## src/rtl/pygmy_bus_pkg.sv

```systemverilog
// Shared encodings for the PYGMY-V32I system-bus scheduler: access sizes,
// master indices and the scheduler FSM state type.
package pygmy_bus_pkg;

    localparam logic [1:0] HB_BYTE = 2'b00;
    localparam logic [1:0] HB_HALF = 2'b01;
    localparam logic [1:0] HB_WORD = 2'b10;

    localparam int M_DBG = 0;
    localparam int M_DAT = 1;
    localparam int M_IFU = 2;
    localparam int NUM_M = 3;

    typedef enum logic [1:0] {
        ST_IDLE   = 2'd0,
        ST_ACCESS = 2'd1,
        ST_WAIT   = 2'd2,
        ST_RESP   = 2'd3
    } state_t;

endpackage

```

## src/rtl/bus_prio_arb.sv

```systemverilog
// Combinational fixed-priority arbiter (dbg > dat > ifu) where a starved
// fetch is promoted above dat but never above dbg. Output is one-hot or zero.
module bus_prio_arb
    import pygmy_bus_pkg::*;
(
    input  logic [NUM_M-1:0] req_i,
    input  logic             starve_hit_i,
    output logic [NUM_M-1:0] gnt_o
);

    always_comb begin
        gnt_o = '0;
        if (req_i[M_DBG]) begin
            gnt_o[M_DBG] = 1'b1;
        end else if (starve_hit_i && req_i[M_IFU]) begin
            gnt_o[M_IFU] = 1'b1;
        end else if (req_i[M_DAT]) begin
            gnt_o[M_DAT] = 1'b1;
        end else if (req_i[M_IFU]) begin
            gnt_o[M_IFU] = 1'b1;
        end
    end

endmodule

```

## src/rtl/bus_sched.sv

```systemverilog
// Single-ported bus scheduler: arbitrates dbg/dat/ifu, sequences each access
// through ACCESS and RD_LAT wait cycles, and returns done/read data to the owner.
module bus_sched
    import pygmy_bus_pkg::*;
#(
    parameter int unsigned RD_LAT     = 1,
    parameter int unsigned STARVE_MAX = 4
) (
    input  logic        clk_i,
    input  logic        rst_i,
    input  logic        dbg_req_i,
    input  logic [31:0] dbg_addr_i,
    input  logic        dbg_we_i,
    input  logic [1:0]  dbg_hb_i,
    input  logic [31:0] dbg_wdata_i,
    input  logic        dat_req_i,
    input  logic [31:0] dat_addr_i,
    input  logic        dat_we_i,
    input  logic [1:0]  dat_hb_i,
    input  logic [31:0] dat_wdata_i,
    input  logic        ifu_req_i,
    input  logic [31:0] ifu_addr_i,
    output logic        dbg_gnt_o,
    output logic        dat_gnt_o,
    output logic        ifu_gnt_o,
    output logic        dbg_done_o,
    output logic        dat_done_o,
    output logic        ifu_done_o,
    output logic [31:0] rdata_o,
    output logic        busy_o,
    output logic        bus_en_o,
    output logic        bus_we_o,
    output logic [31:0] bus_addr_o,
    output logic [1:0]  bus_hb_o,
    output logic [31:0] bus_wdata_o,
    input  logic [31:0] bus_rdata_i,
    output logic [1:0]  state_o
);

    localparam int unsigned      CNT_W      = $clog2(RD_LAT + 1);
    localparam logic [CNT_W-1:0] WAIT_LAST  = CNT_W'(RD_LAT - 1);
    localparam logic [3:0]       STARVE_LIM = 4'(STARVE_MAX);

    state_t           state_q, state_d;
    logic [NUM_M-1:0] owner_q, owner_d;
    logic [31:0]      addr_q, addr_d;
    logic             we_q, we_d;
    logic [1:0]       hb_q, hb_d;
    logic [31:0]      wdata_q, wdata_d;
    logic [31:0]      rdata_q, rdata_d;
    logic [CNT_W-1:0] wait_cnt_q, wait_cnt_d;
    logic [3:0]       starve_q, starve_d;

    logic [NUM_M-1:0] req;
    logic [NUM_M-1:0] arb_gnt;
    logic [NUM_M-1:0] gnt;
    logic             arb_en;
    logic             starve_hit;

    // Handshake: a master holds req with a stable command; gnt pulses for one
    // cycle in the cycle its command is captured. Req still high afterwards is
    // a fresh request; dropping req before gnt withdraws it.
    always_comb begin
        req        = '0;
        req[M_DBG] = dbg_req_i;
        req[M_DAT] = dat_req_i;
        req[M_IFU] = ifu_req_i;
    end

    assign starve_hit = (starve_q == STARVE_LIM) && ifu_req_i;

    bus_prio_arb u_arb (
        .req_i        (req),
        .starve_hit_i (starve_hit),
        .gnt_o        (arb_gnt)
    );

    // Gating with rst_i keeps every grant low while reset is held.
    assign arb_en = ((state_q == ST_IDLE) || (state_q == ST_RESP)) && !rst_i;
    assign gnt    = arb_gnt & {NUM_M{arb_en}};

    always_comb begin
        state_d    = state_q;
        owner_d    = owner_q;
        addr_d     = addr_q;
        we_d       = we_q;
        hb_d       = hb_q;
        wdata_d    = wdata_q;
        rdata_d    = rdata_q;
        wait_cnt_d = wait_cnt_q;
        case (state_q)
            ST_IDLE, ST_RESP: begin
                owner_d = gnt;
                if (gnt[M_DBG]) begin
                    addr_d  = dbg_addr_i;
                    we_d    = dbg_we_i;
                    hb_d    = dbg_hb_i;
                    wdata_d = dbg_wdata_i;
                end else if (gnt[M_DAT]) begin
                    addr_d  = dat_addr_i;
                    we_d    = dat_we_i;
                    hb_d    = dat_hb_i;
                    wdata_d = dat_wdata_i;
                end else if (gnt[M_IFU]) begin
                    addr_d = ifu_addr_i;
                    we_d   = 1'b0;
                    hb_d   = HB_WORD;
                end
                state_d = (|gnt) ? ST_ACCESS : ST_IDLE;
            end
            ST_ACCESS: begin
                wait_cnt_d = '0;
                state_d    = we_q ? ST_RESP : ST_WAIT;
            end
            ST_WAIT: begin
                if (wait_cnt_q == WAIT_LAST) begin
                    rdata_d = bus_rdata_i;
                    state_d = ST_RESP;
                end else begin
                    wait_cnt_d = wait_cnt_q + 1'b1;
                end
            end
            default: state_d = ST_IDLE;
        endcase
    end

    // Only dat grants made while a fetch is waiting count toward starvation.
    always_comb begin
        starve_d = starve_q;
        if (!ifu_req_i || gnt[M_IFU]) begin
            starve_d = '0;
        end else if (gnt[M_DAT] && (starve_q != 4'hF)) begin
            starve_d = starve_q + 4'd1;
        end
    end

    always_ff @(posedge clk_i or posedge rst_i) begin
        if (rst_i) begin
            state_q    <= ST_IDLE;
            owner_q    <= '0;
            addr_q     <= '0;
            we_q       <= 1'b0;
            hb_q       <= HB_WORD;
            wdata_q    <= '0;
            rdata_q    <= '0;
            wait_cnt_q <= '0;
            starve_q   <= '0;
        end else begin
            state_q    <= state_d;
            owner_q    <= owner_d;
            addr_q     <= addr_d;
            we_q       <= we_d;
            hb_q       <= hb_d;
            wdata_q    <= wdata_d;
            rdata_q    <= rdata_d;
            wait_cnt_q <= wait_cnt_d;
            starve_q   <= starve_d;
        end
    end

    assign dbg_gnt_o   = gnt[M_DBG];
    assign dat_gnt_o   = gnt[M_DAT];
    assign ifu_gnt_o   = gnt[M_IFU];
    assign dbg_done_o  = (state_q == ST_RESP) && owner_q[M_DBG];
    assign dat_done_o  = (state_q == ST_RESP) && owner_q[M_DAT];
    assign ifu_done_o  = (state_q == ST_RESP) && owner_q[M_IFU];
    assign rdata_o     = rdata_q;
    assign busy_o      = (state_q != ST_IDLE);
    assign bus_en_o    = (state_q == ST_ACCESS);
    assign bus_we_o    = (state_q == ST_ACCESS) && we_q;
    assign bus_addr_o  = addr_q;
    assign bus_hb_o    = hb_q;
    assign bus_wdata_o = wdata_q;
    assign state_o     = state_q;

endmodule

```

## config.mk

```make
export PLATFORM = sky130hd
export DESIGN_NAME = bus_sched
export DESIGN_NICKNAME = d
export VERILOG_FILES = /design/src/rtl/pygmy_bus_pkg.sv /design/src/rtl/bus_prio_arb.sv /design/src/rtl/bus_sched.sv
export SDC_FILE = /design/constraint.sdc
export NUM_CORES = 1
export LEC_CHECK = 0
export ABC_CLOCK_PERIOD_IN_PS = 7790
export BUFFER_PORTS_ARGS = -buffer_cell sky130_fd_sc_hd__buf_2
export CORE_MARGIN = 2
export CORE_UTILIZATION = 35
export CTS_CLUSTER_SIZE = 28
export DETAILED_ROUTE_END_ITERATION = 12
export PLACE_DENSITY = 0.67
export SLEW_MARGIN = 20
export SYNTH_ARGS = -nofsm -noshare
export SYNTH_HDL_FRONTEND = slang
export SYNTH_HIERARCHICAL = 1
export SYNTH_SLANG_ARGS = --single-unit
```

## constraint.sdc

```tcl
create_clock -name clk_i -period 7.79 [get_ports clk_i]
set_clock_uncertainty 0.15 [all_clocks]
set_input_delay 0.3895 -clock clk_i [delete_from_list [all_inputs] [get_ports clk_i]]
set_output_delay 0.3895 -clock clk_i [all_outputs]
set_load 0.02 [all_outputs]
```

# [Word level (Yosys, flattened, before mapping)]
# Index checks and enable logic that the tools add are counted.
[word_totals] ff_bits=109 in_bits=203 out_inout_bits=109 word_cells=68
[op_classes] n_addsub=2 n_eq_ne=6 n_mux=26 bitwise_logic=2 reduce_logical=23
[op_table] operator="$mux 32" count=5
[op_table] operator="$mux 1" count=12
[op_table] operator="$mux 2" count=5
[op_table] operator="$logic_and 1x1->1" count=8
[op_table] operator="$mux 4" count=2
[op_table] operator="$reduce_bool 2->1" count=4
[op_table] operator="$pmux 2 s3" count=1
[op_table] operator="$reduce_and 2->1" count=3
[op_table] operator="$add 4x1->4 const B" count=1
[op_table] operator="$eq 2x2->1 const B" count=2
[op_table] operator="$eq 4x3->1 const B" count=1
[op_table] operator="$ne 4x4->1 const B" count=1
[op_table] operator="$and 3x3->3" count=1
[op_table] operator="$reduce_bool 3->1" count=1
[op_table] operator="$reduce_or 3->1" count=1
[op_table] operator="$eq 2x1->1 const B" count=1
[op_table] operator="$logic_not 1->1" count=2
[op_table] operator="$logic_not 2->1" count=1
[op_table] operator="$logic_or 1x1->1" count=2
[op_table] operator="$ne 2x2->1 const B" count=1
[op_table] operator="$pmux 1 s2" count=1
[op_table] operator="$reduce_or 2->1" count=1
[op_table] operator="$add 1x1->1 const B" count=1
[op_table] operator="$not 1->1" count=1

# [Depth between registers and ports, before layout]
# Gate-level depths: netlist (run 1).
[logic_depth] word_depth=9 mapped_depth=11

# [Hierarchy]
# Netlist (run 1), hierarchy kept.
[by_module_without_submodules] module="bus_sched" instances=1 cells_per_inst=538 area_per_inst_um2=5205.0 seq_area_each_um2=2703.8
[by_module_without_submodules] module="bus_prio_arb" instances=1 cells_per_inst=5 area_per_inst_um2=37.5 seq_area_each_um2=0.0

# [Worst setup path after synthesis (run 1)]
# No wires, ideal clock.
[synth_timing] path_type="flip-flop to output port" from="register state_q[0], in the netlist state_o[0]" to="output port dbg_gnt_o" t_arrival_ns=1.811 setup_slack_ns=5.439 stages_incl_launch_ff=8 n_path_buf=3 cell_sequence="dfrtp_1 > inv_1 > ha_1 > buf_6 > or3b_1 > buf_2 > buf_4 > inv_1"
[synth_between] elab_chain_len=4
[synth_rtl] item="start: declaration" line_no="bus_sched.sv:44" text="state_t state_q, state_d;"
[synth_rtl] item="start signal: assignment" line_no="bus_sched.sv:149" text="state_q <= state_d;"
[synth_rtl] item="$eq 2x2->1 or $logic_not 2->1 (tied branches)" line_no="bus_sched.sv:79" text="assign arb_en = ((state_q == ST_IDLE) || (state_q == ST_RESP)) && !rst_i;"
[synth_rtl] item="$logic_or 1x1->1 *" line_no="bus_sched.sv:79"
[synth_rtl] item="$logic_and 1x1->1 *" line_no="bus_sched.sv:79"
[synth_rtl] item="$and 3x3->3 *" line_no="bus_sched.sv:80" text="assign gnt = arb_gnt & {NUM_M{arb_en}};"
[synth_rtl] item="end: declaration" line_no="bus_sched.sv:23" text="output logic dbg_gnt_o,"
# Every way passes the cells marked *; elsewhere a longest branch is shown, timed or not.

# [Worst setup path after layout (run 1)]
[layout_timing] from="register state_q[1], in the netlist state_o[1]" to="output port dat_gnt_o"
[layout_between] elab_chain_len=4
[layout_rtl] item="$eq 2x2->1 or $logic_not 2->1 (tied branches)" line_no="bus_sched.sv:79"
[layout_rtl] item="$logic_or 1x1->1 *" line_no="bus_sched.sv:79"
[layout_rtl] item="$logic_and 1x1->1 *" line_no="bus_sched.sv:79"
[layout_rtl] item="$and 3x3->3 *" line_no="bus_sched.sv:80"
[layout_rtl] item="end: declaration" line_no="bus_sched.sv:24" text="output logic dat_gnt_o,"
# Marked as above.

==> flow_summary.ini, run 1 <==
[detailed_routing]
drtIter0Drc = 220
detail-route-antenna-nets = 0
route.vias.total = 5058
first_pass_iters = 4
wl_per_cell_um = 15.6
drcViolationCount = 0
routed_wirelength_mm = 15.9
routed_via_density = 4.98

[floorplanning]
die_h_um = 126
rows = 44
die_area_um2 = 16000
start_util = 0.359
fp.dieW_um = 126
core_area_um2 = 14600
io_pins = 312

[cts]
cts_sinks = 108
cts_repair_resize_count = 0
clkSlewWorstSetupHoldPaths_ns = 0.08
cts_tree = built
clock_path_buffers = 2
clk_latency_ns = 0.35
numCtsBuffers = 9
root_buffer = clkbuf_16
cts.htree.levels = 3

[synthesis]
synth.most_common_cell = dfrtp_1
synthCells = 543
yosys_warnings = 6
seq_area_frac_synth = 0.516
yosys-top-cells-area = dfrtp_1 51%, a31oi_1 7.5%, mux2_2 7.1%
async_flop_share = 1.00
yosys.cell_types.count = 43
avgSynthCellArea_um2 = 9.65
synth_nets = 752
synth_commonest_cells = 107 x dfrtp_1, 73 x nand2_1, 64 x nor2_1
syn_area_um2 = 5240
synth_top_area_share = 0.511
yosys.area.top_type = dfrtp_1
synth_edf_count = 0
synthFlopType = dfrtp_1
ys_ff_latch = 108

[critical_path]
crit_path_end_kind = output pin
critPathKind = flip-flop to output pin
crit_required_ns = 7.25
cp_max_fo = 41
crit_arrival_ns = 2.87
startpoint_type = flip-flop

[power]
ir_drop_mv = 0.127
p_comb_frac = 0.485
power.density_nw_per_um2 = 389
swShare = 0.435
intPower_mw = 1.58
static-leakage-power_nw = 3.57
power_frac_seq = 0.350
power_mw = 2.79
pwr-share-clk = 0.165
switching_power_mw = 1.22

[grt]
overflow = 0
antenna_found_initial = 1
grt_pass1_wl_mm = 25.1
grt_pass1_vias = 5067
grt_start_max_net_pins = 96
grt_usage = 0.196

[status]
status = completed

[sta]
setup_viol = 0
hold_violations = 0
setup_slack_ns = 4.38
timing.final.crit_period_ns = 3.41
slew_viol_final = 0
relSlewSlack = 0.392
tns_ns = 0
fin_crit_sh = 0.438
rsz0062_at_grt = no
tightest_slew_ns = 0.912
max_freq_mhz = 293

[cells_and_area]
layout-drive-gt1-share = 0.453
nNetsFinal = 1036
syn_to_final_growth_pct = 37.1
utilization = 0.493
diodes = 0
final_cells = 1016

[hold_path]
hold_class = primary input to flip-flop

[place]
dp_cells = 998
io_buffers = 311
pre_cts_slack_ns = 4.69
place.gp.congestion = 0.787
dp_hpwl_mm = 11.8

[job]
max_cap_violations = 0
## power by group through the flow
| stage | Combinational [mW] | Clock (mW) | Sequential, mW |
|---|---|---|---|
| floorplan | 0.578 | 0 | 1.31 |
| global placement | 1.36 | 0 | 0.976 |
| detailed placement | 1.37 | 0 | 0.989 |
| CTS | 1.37 | 0.479 | 0.982 |
| global route | 1.48 | 0.499 | 1.01 |
| finish | 1.35 | 0.462 | 0.978 |
## what timing repair did
action | 4_1_cts | 5_1_grt
endpoints found under the hold margin | 28 | 0
hold buffers | 1 | 0
buffers inserted | 0 | 0
## worst paths after layout
kind | startpoint | slack, ns | depth (start not counted) | endpoint
min in group asynchronous | rst_i | 0.55 | 3 | starve_q[2]$_DFFE_PP0P_
max | state_o[1]$_DFF_PP0_ | 4.38 | 6 | dat_gnt_o
min | bus_rdata_i[28] | 0.12 | 2 | rdata_o[28]$_DFFE_PP0P_
max reg2reg | state_o[1]$_DFF_PP0_ | 4.81 | 7 | starve_q[2]$_DFFE_PP0P_
max in group asynchronous | rst_i | 5.65 | 4 | bus_wdata_o[3]$_DFFE_PP0P_
min reg2reg | owner_q[0]$_DFFE_PP0N_ | 0.33 | 2 | owner_q[0]$_DFFE_PP0N_
## through the flow
step,hold slack (ns),cell area (um^2)
4_1_cts,0.102,7170
2_1_floorplan,0.288,5240
5_1_grt,0.107,7190
3_3_place_gp,0.307,6850
6_report,0.117,7190
3_5_place_dp,0.309,6850
## kinds of logic (layout without fill, tap and decap cells)
family,Yosys count,in the layout,share of synthesized area
AO/OA/AOI/OAI,139,139,0.168
adder cells (fa/ha/maj),6,6,0.0143
multiplexers,34,34,0.0728
AND/OR/NAND/NOR,196,196,0.171
buffers and inverters,60,349,0.0578
flip-flops,108,108,0.516
## state kept, by name, summed over array words and instances, names as in the netlist
register     cells
bus_addr_o      32
bus_hb_o         2
bus_wdata_o     32
owner_q          3
rdata_o         32
starve_q         4
state_o          2
we_q             1
## cells in the final DEF, fill, tap and decap left out, drive strengths merged, types with 2 or more instances in the layout
master and instances:
a31oi 63, a211oi 30, and2 5, or3 2, nand2 73, clkbuf 9
buf 319, a21oi 34, nor4 2, o21ai 5, or3b 2, dfrtp 107
nand3b 4, nor2 65, ha 6, nor3 4, o211a 2, inv 13
clkinv 6, mux2 33, and4 2, nand3 2, nor2b 30
## worst max-delay path: stages (launching register included)
cell      delay, ns
dfrtp_1        0.40
inv_1          0.08
ha_1           0.52
or3b_1         0.18
buf_4          0.39
clkinv_2       0.58
buf_2          0.36
## per-layer routing
layer / track usage / share of wire
met5: 0 / 0.00082
met1: 0.218 / 0.39
met4: 0.0679 / 0.018
met2: 0.366 / 0.51
met3: 0.0456 / 0.072
## layout make-up
class / instances / area [um^2]
clock buffer: 9 / 225
clock inverter: 7 / 82.6
fill: 1430 / 7400
inverter: 13 / 52.6
multi-input combinational: 375 / 2260
sequential: 108 / 2700
tap: 184 / 230
timing repair buffer: 320 / 1640
(Power assumes the default switching activity.)
==> inputs of run 2 (changes only) <==
ABC_CLOCK_PERIOD_IN_PS = 3370   (was 7790)
clock period = 3.37 ns   (was 7.79 ns; I/O delays follow)
==> run 2 against run 1 <==
Largest power group unchanged. First-iteration DRC count is 7.3% higher. Critical path depth rose by 3. Sequential power increased by 140%.
==> flow_summary.ini, run 2 (synthesis gave the netlist of run 1 again) <==
[status]
status = completed

[grt]
grt_usage = 0.237
overflow = 0
grt_util_met2 = 0.426
grt_pass1_vias = 6102
busiest_layer = met2
grtUsageMet3 = 0.0540
grt_pass1_wl_mm = 30.2
grt_start_max_net_pins = 65
met1_usage = 0.261
antenna_found_initial = 3

[sta]
max_freq_mhz = 310
setup_viol = 0
slew_viol_final = 0
setup_slack_ns = 0.145
tns_ns = 0
relSlewSlack = 0.553
fin_crit_sh = 0.957
rsz0062_at_grt = no
tightest_slew_ns = 0.671
timing.final.crit_period_ns = 3.22
hold_violations = 0

[critical_path]
reg2reg_from = starve_q[0]$_DFFE_PP0P_
crit_path_cell_trace = inv_1, ha_1, and4_1, a211oi_4, or3b_1, clkinv_2, nand2_1, a31oi_1, dlygate4sd3_1
crit_required_ns = 3.50
crit_path_end_kind = flip-flop
startpoint_type = flip-flop
timing.rr.end = bus_wdata_o[0]$_DFFE_PP0P_
cp_max_fo = 38
endpoint = bus_wdata_o[0]$_DFFE_PP0P_
r2r_cells = 9
slowest_delay_ns = 0.62
critPathKind = flip-flop to flip-flop
crit_arrival_ns = 3.35
cp_slowest_cell = dlygate4sd3_1
rrSetupSlack_ns = 0.15
startpoint = starve_q[0]$_DFFE_PP0P_

[cells_and_area]
syn_to_final_growth_pct = 62.8
final_cell_mix = 311 x buf_2, 134 x dlygate4sd3_1, 107 x dfrtp_1, 73 x nand2_1, 64 x nor2_1
utilization = 0.585
nNetsFinal = 1170
layout-drive-gt1-share = 0.391
final_cell_area_um2 = 8530
layout_commonest_cell = buf_2

[job]
max_cap_violations = 0

[floorplanning]
core_area_um2 = 14600
io_pins = 312
fp.dieW_um = 126
rows = 44
die_area_um2 = 16000
die_h_um = 126
start_util = 0.359

[cts]
post_cts.repair.setup_buffers = 0
clock_path_buffers = 2
cts_tree = built
clk_latency_ns = 0.35
numCtsBuffers = 9
clkSlewWorstSetupHoldPaths_ns = 0.08
root_buffer = clkbuf_16
cts_sinks = 108
cts.htree.levels = 3

[power]
ir_drop_mv = 0.329
switching_power_mw = 3.02
static-leakage-power_nw = 4.13
pwr-share-clk = 0.149
power_frac_seq = 0.323
intPower_mw = 4.08
swShare = 0.425
p_comb_frac = 0.528
power.density_nw_per_um2 = 832
power_mw = 7.10

[detailed_routing]
wl_per_cell_um = 16.8
first_pass_iters = 4
detail-route-antenna-nets = 0
routed_wirelength_mm = 19.3
route.vias.total = 5854
routed_via_density = 5.08
drcViolationCount = 0
drtIter0Drc = 236

[hold_path]
hold_class = primary input to flip-flop

[place]
dp_hpwl_mm = 11.9
placed_cell_area_um2 = 6880
pre_cts_slack_ns = 0.542
io_buffers = 311
place.gp.congestion = 0.794
[run 2: layout make-up]
| cell class | instances | area, um^2 |
|---|---|---|
| antenna | 2 | 5.00 |
| fill | 1261 | 6050 |
| clock inverter | 7 | 62.6 |
| inverter | 13 | 52.6 |
| sequential | 108 | 2700 |
| tap | 184 | 230 |
| clock buffer | 9 | 225 |
| timing repair buffer | 453 | 2990 |
| multi-input combinational | 376 | 2260 |
[run 2: power groups by stage]
stage          clock, mW  sequential [mW]  combinational (mW)
4_1_cts             1.09             2.28                3.69
2_1_floorplan          0             3.03                1.33
5_1_grt             1.14             2.37                4.04
3_5_place_dp           0             2.29                3.20
3_3_place_gp           0             2.28                3.15
6_report            1.06             2.30                3.75
[run 2: timing repair]
item                                   CTS  global route
endpoints found under the hold margin  147             0
setup endpoints to repair                0            25
hold buffers                           134             0
gates resized for setup                  0             3
[run 2: critical path, delay by kind of cell (launching register included)]
family	cells	cell delay, ns
AO/OA/AOI/OAI	2	0.47
adder cells (fa/ha/maj)	1	0.18
buffers and inverters	3	1.12
flip-flops	1	0.41
AND/OR/NAND/NOR	3	0.82
[run 2: metrics by stage]
step / std cells / hold WS [ns]
5_1_grt: 1151 / 0.0147
3_5_place_dp: 999 / 0.247
6_report: 1152 / 0.0113
2_1_floorplan: 543 / 0.164
3_3_place_gp: 999 / 0.248
4_1_cts: 1149 / 0.000342
[run 2: worst min-delay path by stage]
stage | start | slack, ns | cells past startpoint | endpoint
floorplan | dbg_addr_i[3] | 0.16 | 1 | bus_addr_o[3]$_DFFE_PP0P_
global placement | rst_i | 0.25 | 2 | state_o[1]$_DFF_PP0_
detailed placement | rst_i | 0.25 | 2 | state_o[1]$_DFF_PP0_
CTS | dbg_hb_i[1] | 0.0003 | 4 | bus_hb_o[1]$_DFFE_PP1P_
global route | dbg_addr_i[12] | 0.01 | 3 | bus_addr_o[12]$_DFFE_PP0P_
finish | dbg_hb_i[1] | 0.01 | 4 | bus_hb_o[1]$_DFFE_PP1P_
[run 2: per-layer routing]
| layer | vias up | wire (um) |
|---|---|---|
| met4 | 2 | 669 |
| met3 | 53 | 1420 |
| met5 | - | 20 |
| met1 | 2794 | 7300 |
| li1 | 2738 | - |
| met2 | 267 | 9920 |
==> inputs of run 3 (changes only) <==
BUFFER_PORTS_ARGS = -buffer_cell sky130_fd_sc_hd__clkbuf_2   (was -buffer_cell sky130_fd_sc_hd__buf_2)
==> run 3 against run 2 <==
Sequential cell count unchanged. Combinational power up 4%. Critical path depth unchanged. Clock power about the same.
==> flow_summary.ini, run 3 (synthesis gave the netlist of run 1 again) <==
[cts]
cts_tree = built
cts.htree.levels = 3
numCtsBuffers = 9
root_buffer = clkbuf_16
clkSlewWorstSetupHoldPaths_ns = 0.08
cts_sinks = 108
clk_latency_ns = 0.35
clock_path_buffers = 2

[grt]
busiest_layer = met2
grtUsageMet3 = 0.0468
grt_pass1_wl_mm = 29.4
grt_start_max_net_pins = 96
grt_pass1_vias = 5975
met1_usage = 0.250
grt_util_met2 = 0.428
grt_usage = 0.231
antenna_found_initial = 0
overflow = 0

[sta]
tns_ns = 0
relSlewSlack = 0.562
timing.final.crit_period_ns = 3.14
fin_hold_ws_ns = 0.0200
setup_viol = 0
tightest_slew_ns = 0.657
slew_viol_final = 0
rsz0062_at_grt = no
hold_violations = 0
fin_crit_sh = 0.931
max_freq_mhz = 319

[critical_path]
crit_required_ns = 3.50
crit_path_cell_trace = inv_1, ha_1, and4_1, a211oi_4, or3b_1, inv_6, nand2_1, a31oi_1, dlygate4sd3_1
startpoint = starve_q[0]$_DFFE_PP0P_
crit_path_end_kind = flip-flop
cpLargestDelayFamily = buffers and inverters
cp_max_fo = 38
crit_arrival_ns = 3.27
reg2reg_from = starve_q[0]$_DFFE_PP0P_
path_buf_inv = 3
startpoint_type = flip-flop
critPathKind = flip-flop to flip-flop
slowest_delay_ns = 0.59
cp_slowest_cell = dlygate4sd3_1

[place]
io_buffers = 311
dp_hpwl_mm = 12.1
place.gp.congestion = 0.823

[cells_and_area]
layout_commonest_cell = clkbuf_2
final_cell_mix = 311 x clkbuf_2, 150 x dlygate4sd3_1, 107 x dfrtp_1, 73 x nand2_1, 64 x nor2_1
nNetsFinal = 1188
syn_to_final_growth_pct = 66.8
layout-drive-gt1-share = 0.386
fillerInstances = 1239

[detailed_routing]
wl_per_cell_um = 16.0
routed_wirelength_mm = 18.7
detail-route-antenna-nets = 0
routed_via_density = 5.03
route.vias.total = 5876
drtIter0Drc = 284
drcViolationCount = 0
first_pass_iters = 5

[hold_path]
min_from = dat_addr_i[26]
hold_class = primary input to flip-flop

[floorplanning]
rows = 44
io_pins = 312
core_area_um2 = 14600
fp.dieW_um = 126
die_area_um2 = 16000
die_h_um = 126
start_util = 0.359

[power]
intPower_mw = 4.23
static-leakage-power_nw = 4.28
p_comb_frac = 0.535
power_frac_seq = 0.317
ir_drop_mv = 0.406
switching_power_mw = 3.06
power.density_nw_per_um2 = 833
swShare = 0.419
power_mw = 7.29
pwr-share-clk = 0.148

[job]
max_cap_violations = 0

[status]
status = completed
[run 3: changes by cell type in the layout (fill, tap and decap cells not counted), sizes merged]
cell / before / now
diode: 2 / 1
clkbuf: 9 / 320
dlygate4sd3: 134 / 150
buf: 319 / 11
or3b: 3 / 2
inv: 18 / 15
clkinv: 2 / 5
[run 3: final cells by class]
cell class | instances | area [um^2] | share of cell area
Tap cell | 184 | 230 | 0.0263
Clock buffer | 9 | 225 | 0.0257
Timing Repair Buffer | 472 | 3190 | 0.365
Clock inverter | 7 | 83.8 | 0.00958
Sequential cell | 108 | 2700 | 0.309
Antenna cell | 1 | 2.50 | 0.000286
Multi-Input combinational cell | 375 | 2260 | 0.258
Inverter | 13 | 56.3 | 0.00644
[run 3: power groups by stage]
stage | combinational, mW | clock (mW) | sequential [mW]
final | 3.90 | 1.08 | 2.31
after global routing | 4.19 | 1.18 | 2.38
after CTS | 3.83 | 1.11 | 2.30
after detailed placement | 3.20 | 0 | 2.31
after global placement | 3.15 | 0 | 2.30
after floorplan | 1.33 | 0 | 3.03
[run 3: repair_timing]
action	CTS	global route
hold buffers	150	0
endpoints found under the hold margin	146	0
setup endpoints to repair	0	22
resized for setup	0	6
setup buffers	0	0
[run 3: worst min-delay path: cells and delay by family]
kind                   cells  cell delay [ns]
buffers and inverters      1             0.08
AOI/OAI and AO/OA          2             0.24
[run 3: metrics by stage]
stage / instance area, um^2 / worst slack [ns] / instances / util
after CTS: 8710 / 0.0859 / 1167 / 0.597
after detailed placement: 6900 / 0.592 / 1001 / 0.473
after floorplan: 5240 / 0.208 / 543 / -
after global routing: 8740 / 0.0200 / 1168 / 0.599
final: 8750 / 0.232 / 1169 / 0.600
after global placement: 6900 / 0.712 / 1001 / 0.473
[run 3: metal layers]
metal,wire length [um],vias up
li1,-,2770
met1,7020,2809
met2,9840,258
met3,1290,39
met4,572,0
met5,0,-
[run 3: path summary, 6_finish.rpt]
check,end,slack [ns],cells past startpoint
worst max-delay path,bus_wdata_o[25]$_DFFE_PP0P_,0.23,9
worst min-delay path,bus_addr_o[26]$_DFFE_PP0P_,0.02,3
worst max register to register,bus_wdata_o[25]$_DFFE_PP0P_,0.23,9
worst min register to register,owner_q[0]$_DFFE_PP0N_,0.33,2
max in group asynchronous,bus_hb_o[1]$_DFFE_PP1P_,1.88,4
min in group asynchronous,starve_q[3]$_DFFE_PP0P_,0.44,3
